### src/rtl/serial_frame_pkg.sv
// Shared definitions for the framed PISO serializer: FSM state encoding and line levels.
package serial_frame_pkg;

    typedef enum logic [2:0] {
        IDLE   = 3'd0,
        START  = 3'd1,
        DATA   = 3'd2,
        PARITY = 3'd3,
        STOP   = 3'd4
    } frame_state_e;

    localparam logic START_BIT  = 1'b0;
    localparam logic STOP_BIT   = 1'b1;
    localparam logic IDLE_LEVEL = 1'b1;

endpackage

### src/rtl/serial_bit_timer.sv
// Bit-period timer: down-counter reloaded on every state entry, flags the last clk of a bit.
module serial_bit_timer #(
    parameter int BIT_CYCLES = 1
) (
    input  logic clk,
    input  logic rst_n,
    input  logic i_restart,
    output logic o_bit_end,
    output logic o_bit_end_next
);

    generate
        if (BIT_CYCLES == 1) begin : g_single
            logic w_unused_ok;
            assign w_unused_ok    = ^{clk, rst_n, i_restart};
            assign o_bit_end      = 1'b1;
            assign o_bit_end_next = 1'b1;
        end else begin : g_count
            localparam int CW = $clog2(BIT_CYCLES);
            localparam logic [CW-1:0] LOAD_VAL = CW'(BIT_CYCLES - 1);

            logic [CW-1:0] r_cnt;

            // Count down through the bit period; a restart reloads the full period.
            always_ff @(posedge clk or negedge rst_n) begin
                if (!rst_n) begin
                    r_cnt <= '0;
                end else if (i_restart) begin
                    r_cnt <= LOAD_VAL;
                end else if (r_cnt != '0) begin
                    r_cnt <= r_cnt - CW'(1);
                end
            end

            assign o_bit_end      = (r_cnt == '0);
            // Lets the parent register a pulse that lines up with the final clk of a bit.
            assign o_bit_end_next = i_restart ? 1'b0 : (r_cnt <= CW'(1));
        end
    endgenerate

endmodule

### src/rtl/piso_frame_serializer.sv
// Framed parallel-in/serial-out transmitter: one-word hold buffer, shift register and bit FSM.
module piso_frame_serializer
    import serial_frame_pkg::*;
#(
    parameter int DATA_WIDTH = 8,
    parameter int BIT_CYCLES = 1,
    parameter int PARITY_EN  = 1,
    parameter int PARITY_ODD = 0
) (
    input  logic                  clk,
    input  logic                  rst_n,
    input  logic [DATA_WIDTH-1:0] in_data,
    input  logic                  in_valid,
    output logic                  in_ready,
    output logic                  serial_out,
    output logic                  busy,
    output logic                  frame_done
);

    localparam int IW = $clog2(DATA_WIDTH + 1);

    frame_state_e          r_state;
    frame_state_e          w_state_nxt;
    logic [DATA_WIDTH-1:0] r_hold;
    logic [DATA_WIDTH-1:0] r_shift;
    logic [DATA_WIDTH-1:0] w_shift_nxt;
    logic [IW-1:0]         r_bit_idx;
    logic                  r_hold_full;
    logic                  r_parity;
    logic                  r_serial;
    logic                  r_frame_done;
    logic                  r_busy;
    logic                  w_accept;
    logic                  w_load;
    logic                  w_last_data;
    logic                  w_bit_end;
    logic                  w_bit_end_next;
    logic                  w_restart;
    logic                  w_serial_nxt;
    logic                  w_hold_full_nxt;
    logic                  w_frame_done_nxt;
    logic                  w_busy_nxt;

    function automatic logic calc_parity(input logic [DATA_WIDTH-1:0] d);
        return (PARITY_ODD != 0) ? ~^d : ^d;
    endfunction

    assign in_ready    = ~r_hold_full;
    assign w_accept    = in_valid & ~r_hold_full;
    // Load happens from IDLE or straight out of a finished stop bit, giving back-to-back frames.
    assign w_load      = r_hold_full & ((r_state == IDLE) | ((r_state == STOP) & w_bit_end));
    assign w_last_data = (r_bit_idx == IW'(DATA_WIDTH - 1));
    assign w_shift_nxt = r_shift >> 1;

    assign serial_out  = r_serial;
    assign busy        = r_busy;
    assign frame_done  = r_frame_done;

    serial_bit_timer #(
        .BIT_CYCLES (BIT_CYCLES)
    ) u_bit_timer (
        .clk            (clk),
        .rst_n          (rst_n),
        .i_restart      (w_restart),
        .o_bit_end      (w_bit_end),
        .o_bit_end_next (w_bit_end_next)
    );

    // FSM state register.
    always_ff @(posedge clk or negedge rst_n) begin
        if (!rst_n) begin
            r_state <= IDLE;
        end else begin
            r_state <= w_state_nxt;
        end
    end

    // FSM next-state decode; every non-IDLE state advances only at the end of its bit period.
    always_comb begin
        w_state_nxt = r_state;
        case (r_state)
            IDLE:    w_state_nxt = r_hold_full ? START : IDLE;
            START:   w_state_nxt = w_bit_end ? DATA : START;
            DATA: begin
                if (w_bit_end && w_last_data) begin
                    w_state_nxt = (PARITY_EN != 0) ? PARITY : STOP;
                end else begin
                    w_state_nxt = DATA;
                end
            end
            PARITY:  w_state_nxt = w_bit_end ? STOP : PARITY;
            STOP: begin
                if (w_bit_end) begin
                    w_state_nxt = r_hold_full ? START : IDLE;
                end else begin
                    w_state_nxt = STOP;
                end
            end
            default: w_state_nxt = IDLE;
        endcase
    end

    // FSM output decode: next line level, timer restart and next values of the registered flags.
    always_comb begin
        w_serial_nxt = r_serial;
        if (w_load) begin
            w_serial_nxt = START_BIT;
        end else if ((r_state != IDLE) && w_bit_end) begin
            case (w_state_nxt)
                DATA:    w_serial_nxt = (r_state == START) ? r_shift[0] : w_shift_nxt[0];
                PARITY:  w_serial_nxt = r_parity;
                STOP:    w_serial_nxt = STOP_BIT;
                IDLE:    w_serial_nxt = IDLE_LEVEL;
                default: w_serial_nxt = r_serial;
            endcase
        end else begin
            w_serial_nxt = r_serial;
        end

        w_restart = (w_state_nxt != IDLE) & ((r_state == IDLE) | w_bit_end);

        if (w_accept) begin
            w_hold_full_nxt = 1'b1;
        end else if (w_load) begin
            w_hold_full_nxt = 1'b0;
        end else begin
            w_hold_full_nxt = r_hold_full;
        end

        w_frame_done_nxt = (w_state_nxt == STOP) & w_bit_end_next;
        w_busy_nxt       = (w_state_nxt != IDLE) | w_hold_full_nxt;
    end

    // Datapath: hold buffer, shift register, bit index, captured parity and registered outputs.
    always_ff @(posedge clk or negedge rst_n) begin
        if (!rst_n) begin
            r_hold       <= '0;
            r_hold_full  <= 1'b0;
            r_shift      <= '0;
            r_bit_idx    <= '0;
            r_parity     <= 1'b0;
            r_serial     <= IDLE_LEVEL;
            r_frame_done <= 1'b0;
            r_busy       <= 1'b0;
        end else begin
            if (w_accept) begin
                r_hold <= in_data;
            end
            if (w_load) begin
                r_shift   <= r_hold;
                r_bit_idx <= '0;
                r_parity  <= calc_parity(r_hold);
            end else if ((r_state == DATA) && w_bit_end) begin
                r_shift   <= w_shift_nxt;
                r_bit_idx <= r_bit_idx + IW'(1);
            end
            r_hold_full  <= w_hold_full_nxt;
            r_serial     <= w_serial_nxt;
            r_frame_done <= w_frame_done_nxt;
            r_busy       <= w_busy_nxt;
        end
    end

endmodule
### config.mk
export PLATFORM = sky130hd
export DESIGN_NAME = piso_frame_serializer
export DESIGN_NICKNAME = d
export VERILOG_FILES = /design/src/rtl/serial_frame_pkg.sv /design/src/rtl/serial_bit_timer.sv /design/src/rtl/piso_frame_serializer.sv
export SDC_FILE = /design/constraint.sdc
export NUM_CORES = 1
export LEC_CHECK = 0
export ABC_CLOCK_PERIOD_IN_PS = 3100
export BUFFER_PORTS_ARGS = -buffer_cell sky130_fd_sc_hd__buf_2
export CAP_MARGIN = 10
export CORE_AREA = 5 5 54 56
export DETAILED_ROUTE_END_ITERATION = 7
export DIE_AREA = 0 0 59 61
export PLACE_DENSITY = 0.78
export SYNTH_ARGS = -nofsm -noshare
export SYNTH_HDL_FRONTEND = slang
export SYNTH_SLANG_ARGS = --single-unit
### constraint.sdc
create_clock -name clk -period 3.1 [get_ports clk]
set_clock_uncertainty 0.05 [all_clocks]
set_input_delay 0.62 -clock clk [delete_from_list [all_inputs] [get_ports clk]]
set_output_delay 0.62 -clock clk [all_outputs]
set_load 0.05 [all_outputs]
==> results.yml, run 1 <==
outcome:
  status: "complete, no violations"
sta:
  fin_worst_hold_slack_ns: 0.228
  setup_tns_ns: 0
  setup_viol: 0
  rsz0062_at_grt: "no"
  max_slew_margin: 0.516
  slew_violations: 0
  fin_crit_ns: 1.81
  hold_viol: 0
  fmax_ghz: 0.553
  finalCritPeriodShare: 0.583
  tightest_slew_ns: 0.724
synthesis:
  yosys.cell_types.count: 30
  synth_top_cell_by_area: "dfrtp_1"
  ys_seq_area_frac: 0.556
  synthCells: 106
  synth_nets: 118
  synth_edf_count: 0
  synthesis.area_um2: 1260
  synth_top_flop_cell: "dfrtp_1"
  synth_top_area_share: 0.535
  ys_ff_latch: 28
  async_flop_share: 1.00
  yosys_warnings: 0
  avgSynthCellArea_um2: 11.9
  synth_top_cells_by_area: "dfrtp_1 54%, xnor2_1 6.9%, mux2_2 6.2%, mux2i_1 4.8%, nor2_1 3.3%"
detailed_routing:
  drt_iter0_drc: 16
  first_pass_iters: 4
  avgRoutedWirePerCell_um: 13.7
  drc_errors: 0
  drt.antenna.violating_nets: 0
  routed_via_density: 5.20
  vias: 785
  drt-total-wl_um: 2080
floorplanning:
  die_h_um: 61
  initial_core_util: 0.529
  dieArea_um2: 3600
  io_pins: 15
  die_w_um: 59
  core_um2: 2390
  fp-row-count: 18
power_and_ir_drop:
  p_per_area_nw_per_um2: 1180
  ir_worst_vdd_uv: 622
  p_leak_nw: 0.628
setup_path:
  crit_family: "flip-flops"
  crit_arrival_ns: 1.14
  required_ns: 2.43
  crit_path_end_kind: "primary output"
  crit_chain: "buf_2"
  critPathLaunch: "serial_out"
  timing.critical_path.buf_inv: 1
  slowest_delay_ns: 0.56
  crit_slowest_cell: "dfstp_2"
  reg2reg_from: "r_state[0]"
  critical_path_class: "reg -> out"
  startpoint_type: "flip-flop"
  worstPathMaxFanout: 2
cts:
  clkLatencyLatePin_ns: 0.32
  cts_tree: "yes"
  cts-root-buf: "clkbuf_4"
  cts_buffers: 3
  clock_path_buffers: 2
  cts_resized: 0
  postCtsHoldBufs: 0
  cts_sinks: 28
  path_clk_slew_ns: 0.15
  htree_levels: 1
  cts_setup_buffers: 0
global_route:
  gr-total-overflow: 0
  grt_max_degree: 29
  grt_antenna_before_repair: 0
  grt_pass1_vias: 846
  grt_pass1_wl_um: 3800
  track_usage: 0.141
placed_design:
  dpl.hpwl_um: 1470
  place.gp.congestion: 0.799
  io_buffers: 14
  placed_cells: 147
finish:
  syn_to_final_growth_pct: 9.91
  fin_cells: 151
  num_antenna_cells: 0
  drive_above_1_share: 0.281
  nets: 134
worst_hold_path:
  min_path_type: "in -> async"
run:
  max-cap-violations: 0
## cell usage after synthesis, types with 2 or more instances
master,instances
nor2_1,11
xnor2_1,10
inv_1,5
o21ai_2,3
o21ai_0,5
mux2i_1,6
dfrtp_1,27
nand2_1,7
a22o_1,2
buf_2,3
nor3_1,2
mux2_2,7
## worst register-to-register path, delay by kind of cell (launching register included)
family | cells | cell delay, ns
flops | 1 | 0.51
simple gates | 3 | 0.91
xor+xnor | 1 | 0.17
## final cells by class
type / instances / area, µm²
clock buffer: 4 / 36.3
sequential: 28 / 702
fill: 220 / 1000
tap: 30 / 37.5
timing repair buffer: 16 / 85.1
multi-input combinational: 68 / 508
inverter: 5 / 18.8
## logic make-up after synthesis
family | share of synthesized area
fa+ha+maj | 0.00991
simple gates | 0.103
flops | 0.556
xor+xnor | 0.0763
buf+inv | 0.0416
compound gates | 0.103
mux | 0.110
## sequential cells by signal, summed over array words and instances, names as in the netlist
name         flops
r_shift          8
r_hold_full      1
r_parity         1
r_state          3
frame_done       1
r_hold           8
serial_out       1
busy             1
r_bit_idx        4
## stage by stage
step           worst slack (ns)   util  cell area [µm²]  total power [W]
5_1_grt                    1.22  0.581             1390          0.00178
6_report                   1.29  0.581             1390          0.00164
2_1_floorplan              1.65      -             1260          0.00134
3_3_place_gp               1.25  0.566             1350          0.00144
3_5_place_dp               1.20  0.566             1350          0.00147
4_1_cts                    1.27  0.581             1390          0.00165
## worst paths after layout
check	end	slack (ns)	cells past startpoint
worst max-delay path	serial_out	1.29	1
worst min-delay path	r_bit_idx[2]	0.23	1
worst max register to register	r_bit_idx[3]	1.35	4
worst min register to register	r_shift[7]	0.49	1
max in group asynchronous	r_hold[4]	2.38	1
min in group clk	r_hold[5]	0.45	3
## placed cells by master, fill, tap and decap left out, types with 5 or more instances in the layout
cell	count
xnor2_1	10
mux2_2	7
dfrtp_1	27
nor2_1	11
mux2i_1	6
nand2_1	7
o21ai_0	5
inv_1	5
buf_2	14
## power breakdown
part | total (W) | internal, W | leakage [nW] | switching [W]
combinational | 0.000781 | 0.000372 | 0.266 | 0.000409
clock | 0.000179 | 0.0000718 | 0.0210 | 0.000107
sequential | 0.000676 | 0.000537 | 0.341 | 0.000139
## per-layer routing
layer	wire (µm)	up-vias	track usage
met5	0	-	0
met4	15	0	0.0583
met3	68	2	0.0213
met2	1070	11	0.237
met1	923	384	0.183
li1	-	388	-
Note: power is estimated with default switching activity, not from simulation.
==> inputs of run 2 (changes only) <==
--- a/config.mk
+++ b/config.mk
@@ -5,13 +5,13 @@
 export SDC_FILE = /design/constraint.sdc
 export NUM_CORES = 1
 export LEC_CHECK = 0
-export ABC_CLOCK_PERIOD_IN_PS = 3100
+export ABC_CLOCK_PERIOD_IN_PS = 1620
 export BUFFER_PORTS_ARGS = -buffer_cell sky130_fd_sc_hd__buf_2
 export CAP_MARGIN = 10
-export CORE_AREA = 5 5 54 56
+export CORE_AREA = 5 5 57 59
 export DETAILED_ROUTE_END_ITERATION = 7
-export DIE_AREA = 0 0 59 61
-export PLACE_DENSITY = 0.78
+export DIE_AREA = 0 0 62 64
+export PLACE_DENSITY = 0.74
 export SYNTH_ARGS = -nofsm -noshare
 export SYNTH_HDL_FRONTEND = slang
 export SYNTH_SLANG_ARGS = --single-unit
==> constraint.sdc (replaced) <==
create_clock -name clk -period 1.62 [get_ports clk]
set_clock_uncertainty 0.05 [all_clocks]
set_input_delay 0.324 -clock clk [delete_from_list [all_inputs] [get_ports clk]]
set_output_delay 0.324 -clock clk [all_outputs]
set_load 0.05 [all_outputs]
==> results.yml, run 2 (synthesized netlist as in run 1, its figures left out) <==
finish:
  num_antenna_cells: 0
  nets: 137
  syn_to_final_growth_pct: 13.0
  final_cell_mix: "27 x dfrtp_1, 14 x buf_2, 11 x nor2_1"
  postLayoutCellArea_um2: 1430
  final_common_cell: "dfrtp_1"
  drive_above_1_share: 0.290
  reg_top3: "r_hold x8, r_shift x8, r_bit_idx x4"
placed_design:
  dpl.hpwl_um: 1510
  place.gp.congestion: 0.806
  placed_area_um2: 1380
  io_buffers: 14
floorplanning:
  io_pins: 15
  die_w_um: 62
  initial_core_util: 0.474
  dieArea_um2: 3970
  die_h_um: 64
  core_um2: 2660
  fp-row-count: 19
setup_path:
  critical_path_class: "reg -> out"
  slowest_delay_ns: 0.56
  reg2reg_from: "r_state[0]"
  critPathLaunch: "serial_out"
  startpoint_type: "flip-flop"
  r2r_cells: 4
  crit_chain: "buf_2"
  timing.critical_path.buf_inv: 1
  crit_family: "flip-flops"
  r2r-end: "r_shift[6]"
  crit_slowest_cell: "dfstp_2"
  crit_arrival_ns: 1.14
  worstPathMaxFanout: 2
  required_ns: 1.25
  crit_path_end_kind: "primary output"
  worst-path-stages: 1
  r2r_slack_ns: 0.17
power_and_ir_drop:
  pwr-share-seq: 0.404
  p_per_area_nw_per_um2: 2240
  clkPwrFrac: 0.104
  ir_worst_vdd_uv: 1460
  p_leak_nw: 0.647
  combPwrFrac: 0.492
  switching_share: 0.393
  p_int_w: 0.00194
  p_switching_w: 0.00126
cts:
  cts_resized: 0
  clock_path_buffers: 2
  cts_sinks: 28
  cts-root-buf: "clkbuf_4"
  path_clk_slew_ns: 0.14
  cts_tree: "yes"
  cts_buffers: 3
  clkLatencyLatePin_ns: 0.32
  htree_levels: 1
sta:
  tightest_slew_ns: 0.603
  fmax_ghz: 0.662
  hold_viol: 0
  finalCritPeriodShare: 0.933
  fin_crit_ns: 1.51
  max_slew_margin: 0.598
  slew_violations: 0
  setup_viol: 0
  rsz0062_at_grt: "no"
  setup_tns_ns: 0
detailed_routing:
  drt_iter0_drc: 14
  drt.antenna.violating_nets: 0
  first_pass_iters: 4
  avgRoutedWirePerCell_um: 13.3
  drc_errors: 0
  drt-total-wl_um: 2070
  vias: 797
  routed_via_density: 5.14
run:
  max-cap-violations: 0
global_route:
  grt_pass1_vias: 836
  gr-total-overflow: 0
  grt_max_degree: 29
  grt_pass1_wl_um: 3640
  track_usage: 0.119
  grt_antenna_before_repair: 0
worst_hold_path:
  min_from: "in_data[5]"
  min_path_type: "in -> reg"
  hold_path_end: "r_hold[5]"
  hold_depth: 3
outcome:
  status: "complete, no violations"
==> run 2: layer usage <==
metal	vias to the layer above	part of all wire	GRT usage	routed length, µm
li1	395	-	-	-
met1	382	0.46	0.155	961
met2	18	0.46	0.184	952
met3	2	0.064	0.0402	132
met4	0	0.010	0.0371	21
met5	-	0	0	0
==> run 2: power by group through the flow <==
stage	clock network [W]	registers [W]	logic, W
final	0.000333	0.00129	0.00157
after floorplan	0	0.00132	0.00123
after global routing	0.000376	0.00134	0.00175
after CTS	0.000348	0.00130	0.00159
after global placement	0	0.00129	0.00153
after detailed placement	0	0.00131	0.00158
==> run 2: layout make-up <==
cell class,instances,area [µm²]
clock buffer,4,36.3
fill,243,1240
sequential,28,702
inverter,5,18.8
multi-input combinational,68,508
tap,31,38.8
timing repair buffer,19,123
==> run 2: per-stage QoR <==
step           total power (W)  worst slack [ns]  cells  hold slack (ns)  utilization
6_report               0.00320             0.109    155            0.146        0.536
5_1_grt                0.00346            0.0626    155            0.140        0.536
4_1_cts                0.00323            0.0831    155            0.136        0.536
3_5_place_dp           0.00289             0.187    150            0.321        0.518
3_3_place_gp           0.00283             0.207    150            0.313        0.518
2_1_floorplan          0.00256             0.169    106          -0.0216            -
==> run 2: worst max path at each step <==
stage                  to  slack, ns
6_report       serial_out       0.11
3_3_place_gp   r_shift[6]       0.21
3_5_place_dp   r_shift[6]       0.19
4_1_cts        serial_out       0.08
5_1_grt        serial_out       0.06
2_1_floorplan  r_shift[5]       0.17
==> run 2: timing repair <==
action | 4_1_cts | 5_1_grt
hold buffers | 1 | 0
hold endpoints to repair | 27 | 0
setup buffers | 0 | 0
==> inputs of run 3 (changes only) <==
--- a/config.mk
+++ b/config.mk
@@ -5,13 +5,14 @@
 export SDC_FILE = /design/constraint.sdc
 export NUM_CORES = 1
 export LEC_CHECK = 0
+export ABC_AREA = 1
 export ABC_CLOCK_PERIOD_IN_PS = 1620
 export BUFFER_PORTS_ARGS = -buffer_cell sky130_fd_sc_hd__buf_2
 export CAP_MARGIN = 10
-export CORE_AREA = 5 5 57 59
+export CORE_AREA = 5 5 58 60
 export DETAILED_ROUTE_END_ITERATION = 7
-export DIE_AREA = 0 0 62 64
-export PLACE_DENSITY = 0.74
+export DIE_AREA = 0 0 63 65
+export PLACE_DENSITY = 0.75
 export SYNTH_ARGS = -nofsm -noshare
 export SYNTH_HDL_FRONTEND = slang
 export SYNTH_SLANG_ARGS = --single-unit
==> results.yml, run 3 <==
outcome:
  status: "complete, no violations"
power_and_ir_drop:
  p_leak_nw: 0.797
  p_per_area_nw_per_um2: 2140
  switching_share: 0.465
  p_int_w: 0.00170
  ir_worst_vdd_uv: 1310
  pwr-share-seq: 0.397
  combPwrFrac: 0.496
  p_switching_w: 0.00148
  clkPwrFrac: 0.108
detailed_routing:
  drt-total-wl_um: 2490
  drt.antenna.violating_nets: 0
  routed_via_density: 5.02
  vias: 1065
  avgRoutedWirePerCell_um: 11.7
  drt_iter0_drc: 26
  drc_errors: 0
  first_pass_iters: 4
synthesis:
  synth_top_area_share: 0.501
  synth_top_family_by_area: "simple AND/OR/NAND/NOR gates"
  avgSynthCellArea_um2: 8.32
  synth_most_common_cell: "nand2_1"
  async_flop_share: 1.00
  synth-simple-area-share: 0.241
  synthCells: 162
  synth_mux_area_frac: 0
  synthXorXnorAreaFrac: 0.00650
  synth_top_cells_by_area: "dfrtp_1 50%, nand2_1 10%, inv_1 7.0%, nor2_1 5.6%, a21oi_1 3.7%"
  ys_ff_latch: 28
  synth_nets: 174
  synth-compound-area-share: 0.129
  ys_seq_area_frac: 0.521
  yosys.cell_types.count: 29
  synthAdderAreaFrac: 0.00929
  synthesis.area_um2: 1350
  yosys_warnings: 0
  synth_top_flop_cell: "dfrtp_1"
  synth_top_cell_by_area: "dfrtp_1"
  synth_edf_count: 0
  yosys-top-cells-count: "37 x nand2_1, 27 x dfrtp_1, 25 x inv_1, 20 x nor2_1, 10 x a21oi_1"
global_route:
  track_usage: 0.139
  gr-total-overflow: 0
  grt_antenna_before_repair: 0
  grt_pass1_wl_um: 4570
  grt_pass1_vias: 1102
  grt_max_degree: 29
cts:
  clock_path_buffers: 2
  cts_tree: "yes"
  clkLatencyLatePin_ns: 0.33
  cts_resized: 0
  cts_setup_buffers: 0
  htree_levels: 1
  cts_sinks: 28
  postCtsHoldBufs: 1
  cts-root-buf: "clkbuf_4"
  path_clk_slew_ns: 0.15
  cts_buffers: 3
floorplanning:
  dieArea_um2: 4100
  die_w_um: 63
  die_h_um: 65
  io_pins: 15
  initial_core_util: 0.468
  fp-row-count: 20
  core_um2: 2880
sta:
  fmax_ghz: 0.658
  rsz0062_at_grt: "no"
  fin_crit_ns: 1.52
  setup_viol: 0
  finalCritPeriodShare: 0.938
  slew_violations: 0
  tightest_slew_ns: 0.591
  max_slew_margin: 0.606
  setup_tns_ns: 0
  fin_worst_hold_slack_ns: 0.179
  hold_viol: 0
run:
  max-cap-violations: 0
finish:
  final_common_cell: "nand2_1"
  multi_input_area_um2: 520
  fill_cells: 271
  drive_above_1_share: 0.156
  reg_top3: "r_hold x8, r_shift x8, r_bit_idx x4"
  regArea_um2: 702
  nets: 192
  final_cell_mix: "37 x nand2_1, 27 x dfrtp_1, 25 x inv_1"
  syn_to_final_growth_pct: 10.3
  num_antenna_cells: 0
placed_design:
  place.gp.congestion: 0.764
  dpl.hpwl_um: 1870
  io_buffers: 14
setup_path:
  required_ns: 1.25
  worstPathMaxFanout: 3
  startpoint_type: "flip-flop"
  crit_path_end_kind: "primary output"
  r2r_slack_ns: 0.30
  crit_arrival_ns: 1.15
  critical_path_class: "reg -> out"
worst_hold_path:
  min_path_type: "in -> reg"
-- run 3: logic make-up after synthesis --
kind of cell	count (synthesis)
buffers and inverters	30
DFF	28
adders and majority gates	1
and+or+nand+nor	73
xor gates and xnor gates	1
AOI/OAI and AO/OA	29
-- run 3: final timing paths --
check,from,endpoint,depth (start not counted)
worst max register to register,r_state[1],r_shift[1],5
worst max-delay path,r_hold_full,in_ready,2
max in group asynchronous,rst_n,r_shift[7],2
min in group asynchronous,rst_n,frame_done,2
worst min-delay path,in_data[2],r_hold[2],3
worst min register to register,r_state[2],frame_done,1
-- run 3: cell type report --
type	count	share of cell area
inverters	28	0.0715
multi-input cells	104	0.350
well taps	33	0.0278
clock buffers	4	0.0244
flip-flops and latches	28	0.472
repair buffers	15	0.0539
-- run 3: metrics by stage --
step                      instances  total power, W  area [µm²]  setup WS, ns   util
after floorplan                 162         0.00254        1350         0.225      -
after global placement          207         0.00278        1440         0.380  0.500
after detailed placement        207         0.00286        1440         0.301  0.500
after CTS                       212         0.00321        1490        0.0903  0.517
after global routing            212         0.00351        1490        0.0376  0.517
final                           212         0.00319        1490         0.101  0.517
-- run 3: per-layer routing --
| metal | vias to the layer above | track usage | routed length (µm) |
|---|---|---|---|
| met3 | 2 | 0.0225 | 76 |
| li1 | 549 | - | - |
| met1 | 498 | 0.163 | 1090 |
| met5 | - | 0 | 0 |
| met2 | 16 | 0.250 | 1320 |
| met4 | 0 | 0.0584 | 11 |
-- run 3: power groups by stage --
| stage | clock, W | combinational (W) | sequential (W) |
|---|---|---|---|
| floorplan | 0 | 0.00121 | 0.00133 |
| finish | 0.000343 | 0.00158 | 0.00126 |
| global route | 0.000384 | 0.00181 | 0.00132 |
| CTS | 0.000347 | 0.00160 | 0.00126 |
| global placement | 0 | 0.00152 | 0.00126 |
| detailed placement | 0 | 0.00158 | 0.00128 |
-- run 3: critical path, stage by stage (launching register included) --
cell and delay [ns]:
dfrtp_1 0.44, inv_1 0.11, buf_2 0.27
